==> src/rtl/muldiv_seq.sv <==
// muldiv_seq: iterative multiply/divide sequencer beside execute.
//   One radix-2 step per cycle over WIDTH cycles. Fetch is stalled while iterating.
//   The unit returns the result, the remainder, the destination index and the merged flags.
// Ports:
//   clk, rst                   clock and asynchronous active-high reset
//   start, op, set_flags       launch request, operation (00 MULU lo, 01 MULU hi, 10 MULS hi, 11 DIVU) and flag-update enable
//   src_a, src_b               multiplicand/dividend and multiplier/divisor
//   dest_in, flags_in          destination register index and current flags, latched at start
//   abort                      flushes the operation in flight
//   busy, stall, done          status outputs; done is a one-cycle completion pulse
//   dest_out, result,
//   remainder, flags_out       registered completion outputs, held until the next completion
//
// state | meaning
// ------+-----------------------------------------------------------
// IDLE  | waiting for start; operands are latched on the start edge
// RUN   | one shift-add or restoring-divide step per edge
// DONE  | done pulse; completion outputs are valid
module muldiv_seq #(
  parameter int WIDTH  = 32,
  parameter int FLAG_W = 4
) (
  input  logic              clk,
  input  logic              rst,
  input  logic              start,
  input  logic [1:0]        op,
  input  logic              set_flags,
  input  logic [WIDTH-1:0]  src_a,
  input  logic [WIDTH-1:0]  src_b,
  input  logic [3:0]        dest_in,
  input  logic [FLAG_W-1:0] flags_in,
  input  logic              abort,
  output logic              busy,
  output logic              stall,
  output logic              done,
  output logic [3:0]        dest_out,
  output logic [WIDTH-1:0]  result,
  output logic [WIDTH-1:0]  remainder,
  output logic [FLAG_W-1:0] flags_out
);

  localparam int CW = $clog2(WIDTH + 1);
  localparam logic [1:0] OP_MULU_LO = 2'b00;
  localparam logic [1:0] OP_MULS_HI = 2'b10;
  localparam logic [1:0] OP_DIVU    = 2'b11;

  typedef enum logic [1:0] {IDLE, RUN, DONE} stateT;

  stateT              state;
  logic [CW-1:0]      count;
  logic [1:0]         opReg;
  logic               setFlagsReg;
  logic [FLAG_W-1:0]  flagsReg;
  logic [3:0]         destReg;
  logic               negProd;
  logic [WIDTH-1:0]   mcand;     // multiplicand magnitude, or divisor for DIVU
  logic [2*WIDTH-1:0] acc;       // {high half, multiplier} for MUL; {partial remainder, dividend/quotient} for DIVU

  logic [WIDTH:0]     mulSum;
  logic [2*WIDTH-1:0] mulAcc;
  logic [WIDTH:0]     divTrial;
  logic               divGe;
  logic [WIDTH-1:0]   divRem;
  logic [2*WIDTH-1:0] divAcc;
  logic [2*WIDTH-1:0] stepAcc;
  logic [2*WIDTH-1:0] finalProd;
  logic [WIDTH-1:0]   finalResult;
  logic [WIDTH-1:0]   finalRem;
  logic [FLAG_W-1:0]  finalFlags;
  logic [WIDTH-1:0]   absA;
  logic [WIDTH-1:0]   absB;
  logic [FLAG_W-1:0]  divZeroFlags;
  logic               divZero;

  always_comb begin
    // Shift-add: the carry out of the high half becomes the new MSB after the right shift.
    mulSum   = {1'b0, acc[2*WIDTH-1:WIDTH]} + (acc[0] ? {1'b0, mcand} : '0);
    mulAcc   = {mulSum, acc[WIDTH-1:1]};
    // Restoring divide: shift {rem, quo} left, subtract if it fits, shift the quotient bit in.
    divTrial = acc[2*WIDTH-1:WIDTH-1];
    divGe    = divTrial >= {1'b0, mcand};
    divRem   = divGe ? (divTrial[WIDTH-1:0] - mcand) : divTrial[WIDTH-1:0];
    divAcc   = {divRem, acc[WIDTH-2:0], divGe};
    stepAcc  = (opReg == OP_DIVU) ? divAcc : mulAcc;

    finalProd = negProd ? ('0 - stepAcc) : stepAcc;
    case (opReg)
      OP_MULU_LO: finalResult = finalProd[WIDTH-1:0];
      OP_DIVU:    finalResult = stepAcc[WIDTH-1:0];
      default:    finalResult = finalProd[2*WIDTH-1:WIDTH];
    endcase
    finalRem = (opReg == OP_DIVU) ? stepAcc[2*WIDTH-1:WIDTH] : '0;

    finalFlags = flagsReg;
    if (setFlagsReg) begin
      finalFlags    = '0;
      finalFlags[3] = finalResult[WIDTH-1];
      finalFlags[2] = (finalResult == '0);
      finalFlags[1] = (opReg == OP_MULU_LO) && (finalProd[2*WIDTH-1:WIDTH] != '0);
      finalFlags[0] = 1'b0;
    end

    // Magnitudes of the signed operands fit in WIDTH unsigned bits, including -2^(WIDTH-1).
    absA = src_a[WIDTH-1] ? ('0 - src_a) : src_a;
    absB = src_b[WIDTH-1] ? ('0 - src_b) : src_b;

    divZero = (op == OP_DIVU) && (src_b == '0);
    divZeroFlags = flags_in;
    if (set_flags) begin
      divZeroFlags    = '0;
      divZeroFlags[3] = 1'b1;
      divZeroFlags[0] = 1'b1;
    end
  end

  always_ff @(posedge clk or posedge rst) begin
    if (rst) begin
      state       <= IDLE;
      count       <= '0;
      opReg       <= '0;
      setFlagsReg <= 1'b0;
      flagsReg    <= '0;
      destReg     <= '0;
      negProd     <= 1'b0;
      mcand       <= '0;
      acc         <= '0;
      busy        <= 1'b0;
      stall       <= 1'b0;
      done        <= 1'b0;
      dest_out    <= '0;
      result      <= '0;
      remainder   <= '0;
      flags_out   <= '0;
    end else begin
      case (state)
        IDLE: begin
          if (start) begin
            opReg       <= op;
            setFlagsReg <= set_flags;
            flagsReg    <= flags_in;
            destReg     <= dest_in;
            count       <= '0;
            negProd     <= (op == OP_MULS_HI) && (src_a[WIDTH-1] ^ src_b[WIDTH-1]);
            busy        <= 1'b1;
            if (op == OP_MULS_HI) begin
              mcand <= absA;
              acc   <= {{WIDTH{1'b0}}, absB};
            end else if (op == OP_DIVU) begin
              mcand <= src_b;
              acc   <= {{WIDTH{1'b0}}, src_a};
            end else begin
              mcand <= src_a;
              acc   <= {{WIDTH{1'b0}}, src_b};
            end
            if (divZero) begin
              state     <= DONE;
              done      <= 1'b1;
              dest_out  <= dest_in;
              result    <= '1;
              remainder <= src_a;
              flags_out <= divZeroFlags;
            end else begin
              state <= RUN;
              stall <= 1'b1;
            end
          end
        end
        RUN: begin
          if (abort) begin
            state <= IDLE;
            busy  <= 1'b0;
            stall <= 1'b0;
          end else begin
            acc   <= stepAcc;
            count <= count + 1'b1;
            if (count == CW'(WIDTH - 1)) begin
              state     <= DONE;
              stall     <= 1'b0;
              done      <= 1'b1;
              dest_out  <= destReg;
              result    <= finalResult;
              remainder <= finalRem;
              flags_out <= finalFlags;
            end
          end
        end
        default: begin
          state <= IDLE;
          busy  <= 1'b0;
          stall <= 1'b0;
          done  <= 1'b0;
        end
      endcase
    end
  end

endmodule
==> config.mk <==
export PLATFORM = sky130hd
export DESIGN_NAME = muldiv_seq
export DESIGN_NICKNAME = d
export VERILOG_FILES = /design/src/rtl/muldiv_seq.sv
export SDC_FILE = /design/constraint.sdc
export NUM_CORES = 1
export LEC_CHECK = 0
export BUFFER_PORTS_ARGS = -buffer_cell sky130_fd_sc_hd__buf_2
export CELL_PAD_IN_SITES_DETAIL_PLACEMENT = 1
export CELL_PAD_IN_SITES_GLOBAL_PLACEMENT = 2
export CORE_ASPECT_RATIO = 1.25
export CORE_MARGIN = 5
export CORE_UTILIZATION = 36
export CTS_CLUSTER_SIZE = 20
export DETAILED_ROUTE_END_ITERATION = 16
export PLACE_DENSITY = 0.82
export SLEW_MARGIN = 15
export SYNTH_ARGS = -nofsm -noshare
export SYNTH_HDL_FRONTEND = slang
export SYNTH_SLANG_ARGS = --single-unit
==> constraint.sdc <==
create_clock -name clk -period 6.3 [get_ports clk]
set_clock_uncertainty 0.1 [all_clocks]
set_input_delay 0.315 -clock clk [delete_from_list [all_inputs] [get_ports clk]]
set_output_delay 0.315 -clock clk [all_outputs]
set_load 0.03 [all_outputs]
After elaboration in Yosys (flattened, before gate mapping) --
Index checks and enable logic that the tools add are counted.
Storage, ports and cells: register bits after elaboration 191, bits in latches 0, RAM bits 0, bits in read-only memories 0, bits of input ports 79, output and inout bits 75, word-level logic and storage cells 110, memories kept 0
Operators by class: add/sub/neg operators 6, $mul 0, divide/modulo/power cells 0, magnitude comparators 1, equality and inequality tests 12, shifts and indexed selects 0, mux-type cells 58, bitwise logic cells 1, reduce and logical (&&, ||, !) cells 16
Operators with widths (count):
- 32-bit 2-to-1 mux | 17
- 64-bit 2-to-1 mux | 4
- 32-bit one-hot mux with 2 select lines | 3
- 64-bit one-hot mux with 2 select lines | 1
- 32-bit logical NOT | 2
- 1-bit by 32-bit subtractor with 32-bit output (first input constant) | 2
- 1-bit by 64-bit subtractor with 64-bit output (first input constant) | 1
- 4-bit 2-to-1 mux | 10
- 32-bit by 32-bit adder with 33-bit output | 1
- 33-bit by 32-bit greater-or-equal comparator with 1-bit output | 1
- 32-bit nonzero test | 1
- 32-bit subtractor | 1
- 4-bit one-hot mux with 2 select lines | 2
- 6-bit 2-to-1 mux | 2
- 2-bit inequality test (second input constant) | 6
- 6-bit one-hot mux with 2 select lines | 1
- 1-bit 2-to-1 mux | 10
- 2-bit 2-to-1 mux | 4
- 6-bit by 1-bit adder with 6-bit output (second input constant) | 1
- 2-bit == test (second input constant) | 3
- 6-bit by 5-bit == test with 1-bit output (second input constant) | 1
- 1-bit one-hot mux with 2 select lines | 3
- 2-bit AND reduction | 3
- 3-bit AND reduction | 2
- 9 further kinds | 12

Depth between registers and ports, before layout --
Gate-level depths: netlist of run 1.
depth after elaboration 11, mapped depth 21

Worst setup path before layout of run 1 --
OpenSTA, ideal clock, no wires.
path type reg2reg, from register acc[0], to register flags_out[2], library setup time 0.103 ns, arrival time 4.597 ns, required time 6.097 ns, setup slack 1.500 ns, stages on the path, launching flop included 19, path buffers 1, clock period less this slack 4.800 ns, path through dfrtp_1 inv_1 clkbuf_1 nor2_1 ha_1 o211a_1 a21oi_1 or4_1 a211oi_2 o2111ai_1 a211oi_1 a211o_2 nand2_1 o41a_1 xnor2_1 a21oi_1 or3_1 or3_1 o41ai_2
Between the ends: word-level cells in the longest chain between the ends 11
RTL lines:
- start: declaration | line 57 | logic [2*WIDTH-1:0] acc;
- start signal: assignment | line 147 | acc <= {{WIDTH{1'b0}}, absB};
- start signal: assignment | line 150 | acc <= {{WIDTH{1'b0}}, src_a};
- start signal: assignment | line 153 | acc <= {{WIDTH{1'b0}}, src_b};
- 32-bit 2-to-1 mux | line 77 | mulSum = {1'b0, acc[2*WIDTH-1:WIDTH]} + (acc[0] ? {1'b0, mcand} : '0);
- 32-bit by 32-bit adder with 33-bit output | line 77
- 64-bit 2-to-1 mux (*) | line 84 | stepAcc = (opReg == OP_DIVU) ? divAcc : mulAcc;
- 1-bit by 64-bit subtractor with 64-bit output | line 86 | finalProd = negProd ? ('0 - stepAcc) : stepAcc;
- 64-bit 2-to-1 mux | line 86
- 32-bit one-hot mux with 2 select lines (*) | line 87 | case (opReg)
- 32-bit logical NOT (*) | line 98 | finalFlags[2] = (finalResult == '0);
- 4-bit 2-to-1 mux (*) | line 95 | if (setFlagsReg) begin
- 4-bit 2-to-1 mux (*) | line 176 | if (count == CW'(WIDTH - 1)) begin
- 4-bit 2-to-1 mux (*) | line 169 | if (abort) begin
- 4-bit one-hot mux with 2 select lines (*) | line 135 | case (state)
- end signal: assignment | line 161 | flags_out <= divZeroFlags;
- end signal: assignment | line 183 | flags_out <= finalFlags;
- end: declaration | line 39 | output logic [FLAG_W-1:0] flags_out
Mark *: on every way between the ends. The rest lies on a longest branch, timed or not. The select of a mux whose other input is x is not followed. A chain may end at the register's enable or synchronous reset.

Worst setup path after layout of run 1 --
from register mcand[24], to register flags_out[2]
Between the ends: word-level cells in the longest chain between the ends 11, elaborated cells on any way between the ends 14, classes of those cells add/sub (3); order compare (1); mux (9); reduce/logical (1)
RTL lines:
- start: declaration | line 56 | logic [WIDTH-1:0] mcand;
- start signal: assignment | line 146 | mcand <= absA;
- start signal: assignment | line 149 | mcand <= src_b;
- start signal: assignment | line 152 | mcand <= src_a;
- 32-bit 2-to-1 mux, or another cell as far along | line 77
- 32-bit by 32-bit adder with 33-bit output / 32-bit 2-to-1 mux (equally long branches) | line 77, 82
- 64-bit 2-to-1 mux (*) | line 84
- 1-bit by 64-bit subtractor with 64-bit output | line 86
- 64-bit 2-to-1 mux | line 86
- 32-bit one-hot mux with 2 select lines (*) | line 87
- 32-bit logical NOT (*) | line 98
- 4-bit 2-to-1 mux (*) | line 95
- 4-bit 2-to-1 mux (*) | line 176
- 4-bit 2-to-1 mux (*) | line 169
- 4-bit one-hot mux with 2 select lines (*) | line 135
Marked as above.

==> out/results.ini, run 1 <==
[run_status]
status = finished, final reports clean

[detailed_routing]
totalWireLength_mm = 97.5
first_iter_violations = 1972
post_drt_via_cell_ratio = 6.57
detail_route.drc_violations = 0
antenna_violating_nets_post_route = 0
wl_per_cell_um = 29.3
dr.pass1.iters = 5
vias = 21900

[floorplanning]
initial_utilization_pct = 36.2
dieArea_um2 = 57400
core_region_area_um2 = 52500
top_level_ports = 154
die_h_um = 267
floorplan.die.width_um = 215
fp-row-count = 94

[flow_run]
drv.max_cap_violation_count = 0

[min_path]
min_path_cells = 3
worst_hold_path_type = in -> reg
hold_path.startpoint = start
hold_path_end = busy

[synthesis]
postSynthRegisterBits = 191
main_synth_ff_type = sky130_fd_sc_hd__dfrtp_1
synth_enable_flop_cells = 0
synth_async_sr_flop_share_pct = 100
avgSynthCellArea_um2 = 7.40
syn-num-nets = 2714
post_synthesis_instance_total = 2564
synth_cell_types = 103
ys_seq_area_share_pct = 25.2
ys_warn_count = 0
cell_area_after_synthesis_um2 = 19000

[worst_setup_path]
end_kind = register
timing.critical_path.buf_inv = 2
worst_ep_required_time_ns = 6.63
critPathMaxFanout = 12
library_cell_appearing_most_often_on_the_critical_path = sky130_fd_sc_hd__a21oi_1
worst_path_max_delay_cell = sky130_fd_sc_hd__a2111oi_0
reg2reg_slack_ns = 0.20
worst_setup_path_start_kind = register
regToRegEndpoint = flags_out[2]
reg_to_reg_critical_path_startpoint = mcand[24]
critPathArrivalTime_ns = 6.43
stage_delay_of_the_slowest_cell_on_the_critical_path_ns = 0.67
critical-path-top-delay-family = compound AO/OA/AOI/OAI gates
timing.critical_path.cells = inv_1 -> ha_1 -> a21oi_1 -> o21ai_2 -> a21o_1 -> o31ai_4 -> o211ai_1 -> a21oi_1 -> buf_4 -> nor4bb_1 -> nor4_1 -> nand3b_1 -> a2111oi_0 -> o2111ai_1 -> nor4_2 -> nand4b_1 -> o41ai_2
r2r.worst_path.cells = 17
startpoint_to_endpoint_class_of_the_critical_path = reg -> reg

[sta]
achievable-frequency_ghz = 0.164
crit_share_post_route_pct = 96.9
min_period_ns = 6.10
timing.setup.tns_ns = 0
report.final.setup_viol = 0
timing.final.ws_setup_ns = 0.198
rsz0062_at_grt = no
hold_violations = 0
timing_worst_slew_pin_value_ns = 1.05
report.final.slew_viol_count = 0
timing.slew.headroom_pct = 29.3

[pwr]
power.static_leakage_nw = 8.77
ir_worst_vdd_mv = 0.273
total_power_mw = 9.43
power.density_nw_per_um2 = 445

[cts]
cts_tree = yes
cts_num_sinks = 191
clock_insertion_delay_worst_skew_ns = 0.53
cts_buffer_count = 17
cts-htree-levels = 4
clock_transition_at_path_regs_ns = 0.09
max-clock-path-buffers = 2
ctsRootBufferMaster = sky130_fd_sc_hd__clkbuf_16

[final_layout]
share_of_cells_above_drive_strength_1_pct = 13.1
layout.cell_area.non_filler_um2 = 21200
postLayoutCoreUtil_pct = 40.4
multi_input_comb_area_um2 = 13100
flow.area_growth_from_synthesis_pct = 11.7
seq_area_um2 = 4780
nFillCells = 6591
nets = 2794

[global_route]
grt_max_degree = 103
grt_usage_pct = 33.1
via_count_of_the_first_global_routing_pass = 21900
antenna_violations_before_repair = 7
met3_usage_pct = 5.04
grt_busiest_layer = met2
groute.layer.met1.usage_pct = 40.5
gr-usage-met2_pct = 54.3
global_route.overflow_total = 0
first_pass_grt_wire_length_mm = 145

[placement]
post-place-ws_ns = 0.150
dpl_cell_area_um2 = 20400
io_buffer_count = 153
dp_hpwl_mm = 75.5
place_congestion = 1.01

[synth_stat cells, types with 17 or more instances]
library cell               number  area, um2
sky130_fd_sc_hd__nand2_1      295       1110
sky130_fd_sc_hd__a21oi_1      285       1430
sky130_fd_sc_hd__nor2_1       241        905
sky130_fd_sc_hd__o21ai_0      228       1140
sky130_fd_sc_hd__dfrtp_1      191       4780
sky130_fd_sc_hd__clkbuf_1     124        465
sky130_fd_sc_hd__inv_1        105        394
sky130_fd_sc_hd__nor3_1        82        410
sky130_fd_sc_hd__ha_1          69        863
sky130_fd_sc_hd__nand3_1       45        225
sky130_fd_sc_hd__xnor2_1       45        394
sky130_fd_sc_hd__a21o_1        44        330
sky130_fd_sc_hd__mux2i_1       43        430
sky130_fd_sc_hd__o31ai_1       42        315
sky130_fd_sc_hd__o211ai_1      39        293
sky130_fd_sc_hd__a211oi_1      38        285
sky130_fd_sc_hd__o22a_1        35        307
sky130_fd_sc_hd__xor2_1        33        289
sky130_fd_sc_hd__nand4_1       32        200
sky130_fd_sc_hd__buf_2         30        150
sky130_fd_sc_hd__a31oi_1       26        163
sky130_fd_sc_hd__or3_1         25        156
sky130_fd_sc_hd__o21a_1        24        180
sky130_fd_sc_hd__nor4_1        22        138
sky130_fd_sc_hd__a22o_1        20        175
sky130_fd_sc_hd__nand2b_1      19        119
sky130_fd_sc_hd__nor2b_1       18        113
sky130_fd_sc_hd__a221oi_1      17        149
sky130_fd_sc_hd__and3_1        17        106
sky130_fd_sc_hd__mux2_2        17        191
sky130_fd_sc_hd__o221ai_1      17        149
[layout make-up]
type	count	area share, %
Antenna cell	2	0.0236
Clock buffer	18	2.07
Clock inverter	14	0.815
Inverter	109	1.97
Multi-Input combinational cell	2088	61.8
Sequential cell	191	22.6
Tap cell	672	3.97
Timing Repair Buffer	237	6.78
[where the power goes]
part           internal, mW  total [mW]  switching (mW)
logic                  2.01        6.39            4.39
clock network         0.552        1.21           0.661
registers              1.46        1.82           0.365
total                  4.01        9.43            5.41
[state kept, by name, summed over array words and instances (netlist names), 4 cells and up]
name / flops
acc: 64
count: 6
destReg: 4
dest_out: 4
flagsReg: 4
flags_out: 4
mcand: 32
remainder: 32
result: 32
[cell usage in the layout, fill, tap and decap left out, drive strengths merged, types with 45 or more instances in the layout]
cell type	count
nor3	84
nand3	46
buf	227
nand2	295
dfrtp	191
inv	116
ha	69
nor2	241
a21oi	289
o21ai	238
xnor2	45
[repair_timing]
item                       4_1_cts  5_1_grt
hold endpoints to repair       114        0
resized for setup                0        2
buffers inserted                 0        2
setup endpoints to repair        0        1
hold buffers                    10        0
[logic make-up after synthesis]
kind of cell / count (synthesis) / share of synthesized area (%)
compound gates: 1000 / 34.8
simple gates: 877 / 22.1
buf+inv: 285 / 6.04
flops: 191 / 25.2
xor+xnor: 78 / 3.60
fa+ha+maj: 71 / 4.76
mux: 62 / 3.47
[worst reg2reg max path, cell delays in order (launching register included)]
cell and delay [ns]:
sky130_fd_sc_hd__dfrtp_1 0.36, sky130_fd_sc_hd__inv_1 0.09, sky130_fd_sc_hd__ha_1 0.52, sky130_fd_sc_hd__a21oi_1 0.36
sky130_fd_sc_hd__o21ai_2 0.15, sky130_fd_sc_hd__a21o_1 0.23, sky130_fd_sc_hd__o31ai_4 0.54, sky130_fd_sc_hd__o211ai_1 0.41
sky130_fd_sc_hd__a21oi_1 0.41, sky130_fd_sc_hd__buf_4 0.27, sky130_fd_sc_hd__nor4bb_1 0.40, sky130_fd_sc_hd__nor4_1 0.08
sky130_fd_sc_hd__nand3b_1 0.28, sky130_fd_sc_hd__a2111oi_0 0.67, sky130_fd_sc_hd__o2111ai_1 0.27, sky130_fd_sc_hd__nor4_2 0.35
sky130_fd_sc_hd__nand4b_1 0.18, sky130_fd_sc_hd__o41ai_2 0.33
[worst max-delay path by stage]
stage | startpoint | end | slack [ns] | cells past startpoint
2_1_floorplan | rst | acc[0] | 0.69 | 1
3_3_place_gp | acc[55] | flags_out[2] | 0.15 | 16
3_5_place_dp | acc[55] | flags_out[2] | 0.15 | 16
4_1_cts | acc[55] | flags_out[2] | 0.1 | 16
5_1_grt | mcand[24] | flags_out[2] | 0.09 | 17
6_report | mcand[24] | flags_out[2] | 0.20 | 17
[through the flow]
| step | hold slack (ns) | cells |
|---|---|---|
| 2_1_floorplan | 0.320 | 2564 |
| 3_3_place_gp | 0.358 | 3285 |
| 3_5_place_dp | 0.366 | 3285 |
| 4_1_cts | 0.00788 | 3327 |
| 5_1_grt | 0.0302 | 3329 |
| 6_report | 0.0313 | 3331 |
[routing by layer]
metal  wire (um)  vias to the layer above
met2       45100                      899
met1       38900                    11000
li1            -                     9692
met5          42                        -
met3        5790                      258
met4        7710                        8
Note: power is estimated with default switching activity, not from simulation.
==> inputs of run 2 (changes only) <==
--- a/config.mk
+++ b/config.mk
@@ -8,7 +8,6 @@
 export BUFFER_PORTS_ARGS = -buffer_cell sky130_fd_sc_hd__buf_2
 export CELL_PAD_IN_SITES_DETAIL_PLACEMENT = 1
 export CELL_PAD_IN_SITES_GLOBAL_PLACEMENT = 2
-export CORE_ASPECT_RATIO = 1.25
 export CORE_MARGIN = 5
 export CORE_UTILIZATION = 36
 export CTS_CLUSTER_SIZE = 20
==> run 2 against run 1 <==
  * Fmax increased by 3.1%
  * Cell count increased by 0.27%
  * Global-route usage decreased by 0.65 points
  * Cell area decreased by 0.40%
  * First-iteration DRC count grew 24%
  * Worst hold slack better by 0.0060 ns
==> out/results.ini, run 2 (synthesized netlist as in run 1, its figures left out) <==
[sta]
min_period_ns = 5.92  ; -0.183 ns
timing.setup.tns_ns = 0  ; unchanged
timing.slew.headroom_pct = 29.9  ; +0.59 points
timing.final.ws_setup_ns = 0.381  ; +0.183 ns
rsz0062_at_grt = no
report.final.slew_viol_count = 0  ; unchanged
crit_share_post_route_pct = 94.0  ; -2.9 points
achievable-frequency_ghz = 0.169  ; +3.1%
report.final.setup_viol = 0  ; unchanged
hold_violations = 0  ; unchanged
timing.hold.ws_ns = 0.0373  ; +0.00598 ns
timing_worst_slew_pin_value_ns = 1.05  ; -0.00505 ns

[floorplanning]
floorplan.die.width_um = 240  ; +11%
top_level_ports = 154  ; unchanged
fp-row-count = 84  ; -11%
dieArea_um2 = 57400  ; about the same
die_h_um = 240  ; -10%
core_region_area_um2 = 52300  ; -0.22%
initial_utilization_pct = 36.3  ; +0.080 points

[detailed_routing]
antenna_violating_nets_post_route = 0  ; unchanged
first_iter_violations = 2452  ; +24%
wl_per_cell_um = 28.6  ; -2.4%
post_drt_via_cell_ratio = 6.55  ; -0.32%
dr.pass1.iters = 5  ; unchanged
vias = 21900  ; -0.046%
detail_route.drc_violations = 0  ; unchanged
totalWireLength_mm = 95.5  ; -2.1%

[cts]
ctsRootBufferMaster = sky130_fd_sc_hd__clkbuf_16
clock_transition_at_path_regs_ns = 0.09  ; about the same
cts_num_sinks = 191  ; unchanged
cts_tree = yes
max-clock-path-buffers = 2  ; unchanged
cts-htree-levels = 4  ; unchanged
resized_after_cts = 0  ; unchanged
clock_insertion_delay_worst_skew_ns = 0.52  ; about the same
cts_buffer_count = 17  ; unchanged

[global_route]
global_route.overflow_total = 0  ; unchanged
grt_usage_pct = 32.5  ; -0.65 points
grt_max_degree = 127  ; +23%
via_count_of_the_first_global_routing_pass = 21600  ; -1.5%
antenna_violations_before_repair = 5  ; -2
first_pass_grt_wire_length_mm = 142  ; -1.8%

[pwr]
power.static_leakage_nw = 8.72  ; -0.55%
power.density_nw_per_um2 = 441  ; -0.93%
total_power_mw = 9.30  ; -1.3%
ir_worst_vdd_mv = 0.165  ; -39%

[final_layout]
postLayoutCoreUtil_pct = 40.3  ; -0.074 points
finalNonFillerCells = 3340  ; +0.27%
final_cell_mix = sky130_fd_sc_hd__nand2_1 (295), sky130_fd_sc_hd__a21oi_1 (285), sky130_fd_sc_hd__nor2_1 (239)
largest_register_ffs = 64  ; unchanged
layout.cell_area.non_filler_um2 = 21100  ; -0.40%
flow.area_growth_from_synthesis_pct = 11.2
nets = 2788  ; -0.21%
share_of_cells_above_drive_strength_1_pct = 12.8  ; -0.31 points
commonest_non_fill_non_tap_cell_in_the_layout = sky130_fd_sc_hd__nand2_1
registers.top_by_ff_count = acc

[run_status]
status = finished, final reports clean

[worst_setup_path]
worst_setup_path_start_kind = register
timing.critical_path.cells = inv_1 -> nor2_1 -> ha_1 -> o211a_1 -> a21oi_1 -> or4_1 -> a211oi_2 -> o21a_1 -> o21ai_0 -> a22oi_1 -> nand4_2 -> o31ai_1 -> xnor2_1 -> a21oi_1 -> or3_1 -> or3_1 -> o41ai_2
critPathMaxFanout = 11  ; -1
worst_ep_required_time_ns = 6.62  ; about the same
stage_delay_of_the_slowest_cell_on_the_critical_path_ns = 0.63  ; -0.04 ns
critPathArrivalTime_ns = 6.24  ; -0.19 ns
end_kind = register
worst_path_max_delay_cell = sky130_fd_sc_hd__or4_1
startpoint_to_endpoint_class_of_the_critical_path = reg -> reg

[placement]
dpl_cell_area_um2 = 20400  ; -0.14%
dp_hpwl_mm = 73.5  ; -2.6%
place_inst = 3297  ; +0.37%
io_buffer_count = 153  ; unchanged
place_congestion = 1.05  ; +4.1%
post-place-ws_ns = 0.548  ; +0.398 ns

[flow_run]
drv.max_cap_violation_count = 0  ; unchanged

[min_path]
worst_hold_path_type = in -> reg

run 2: where the power goes:
part	internal (mW)	switching (mW)	leakage [nW]	total, mW
clock network	0.585	0.592	0.288	1.18
logic	2.00	4.32	6.06	6.32
registers	1.46	0.351	2.38	1.81
total	4.04	5.26	8.72	9.30
run 2: path summary, 6_finish.rpt:
path | depth (start not counted) | slack, ns | from | endpoint
min reg2reg | 2 | 0.38 | destReg[3] | destReg[3]
max | 17 | 0.38 | acc[0] | flags_out[2]
max reg2reg | 17 | 0.38 | acc[0] | flags_out[2]
min in group asynchronous | 3 | 0.50 | rst | remainder[18]
min | 3 | 0.04 | src_a[11] | remainder[11]
max in group asynchronous | 4 | 3.99 | rst | result[20]
run 2: per-layer routing:
| metal | part of all wire [%] | global-route usage [%] | vias up |
|---|---|---|---|
| met5 | 0.019 | 0 | - |
| met2 | 44 | 49.3 | 939 |
| li1 | - | - | 9665 |
| met1 | 43 | 45.2 | 11100 |
| met3 | 7.7 | 5.87 | 189 |
| met4 | 4.8 | 14.4 | 2 |
run 2: worst max-delay path, delay by kind of cell (launching register included):
kind | cells | cell delay [ns]
AO/OA/AOI/OAI | 9 | 2.45
XOR/XNOR | 1 | 0.17
adder cells (fa/ha/maj) | 1 | 0.39
buffers and inverters | 1 | 0.44
flip-flops | 1 | 0.49
AND/OR/NAND/NOR | 5 | 1.75
run 2: final cells by class:
cell class / count / area [um2]
Sequential cell: 191 / 4780
Multi-Input combinational cell: 2088 / 13100
Tap cell: 688 / 861
Inverter: 109 / 417
Clock buffer: 20 / 467
Clock inverter: 12 / 123
Antenna cell: 1 / 2.50
Fill cell: 6544 / 31200
Timing Repair Buffer: 231 / 1380
run 2: what timing repair did:
item,in CTS,in global routing
endpoints found under the hold margin,50,0
buffers inserted,0,0
hold buffers,10,0
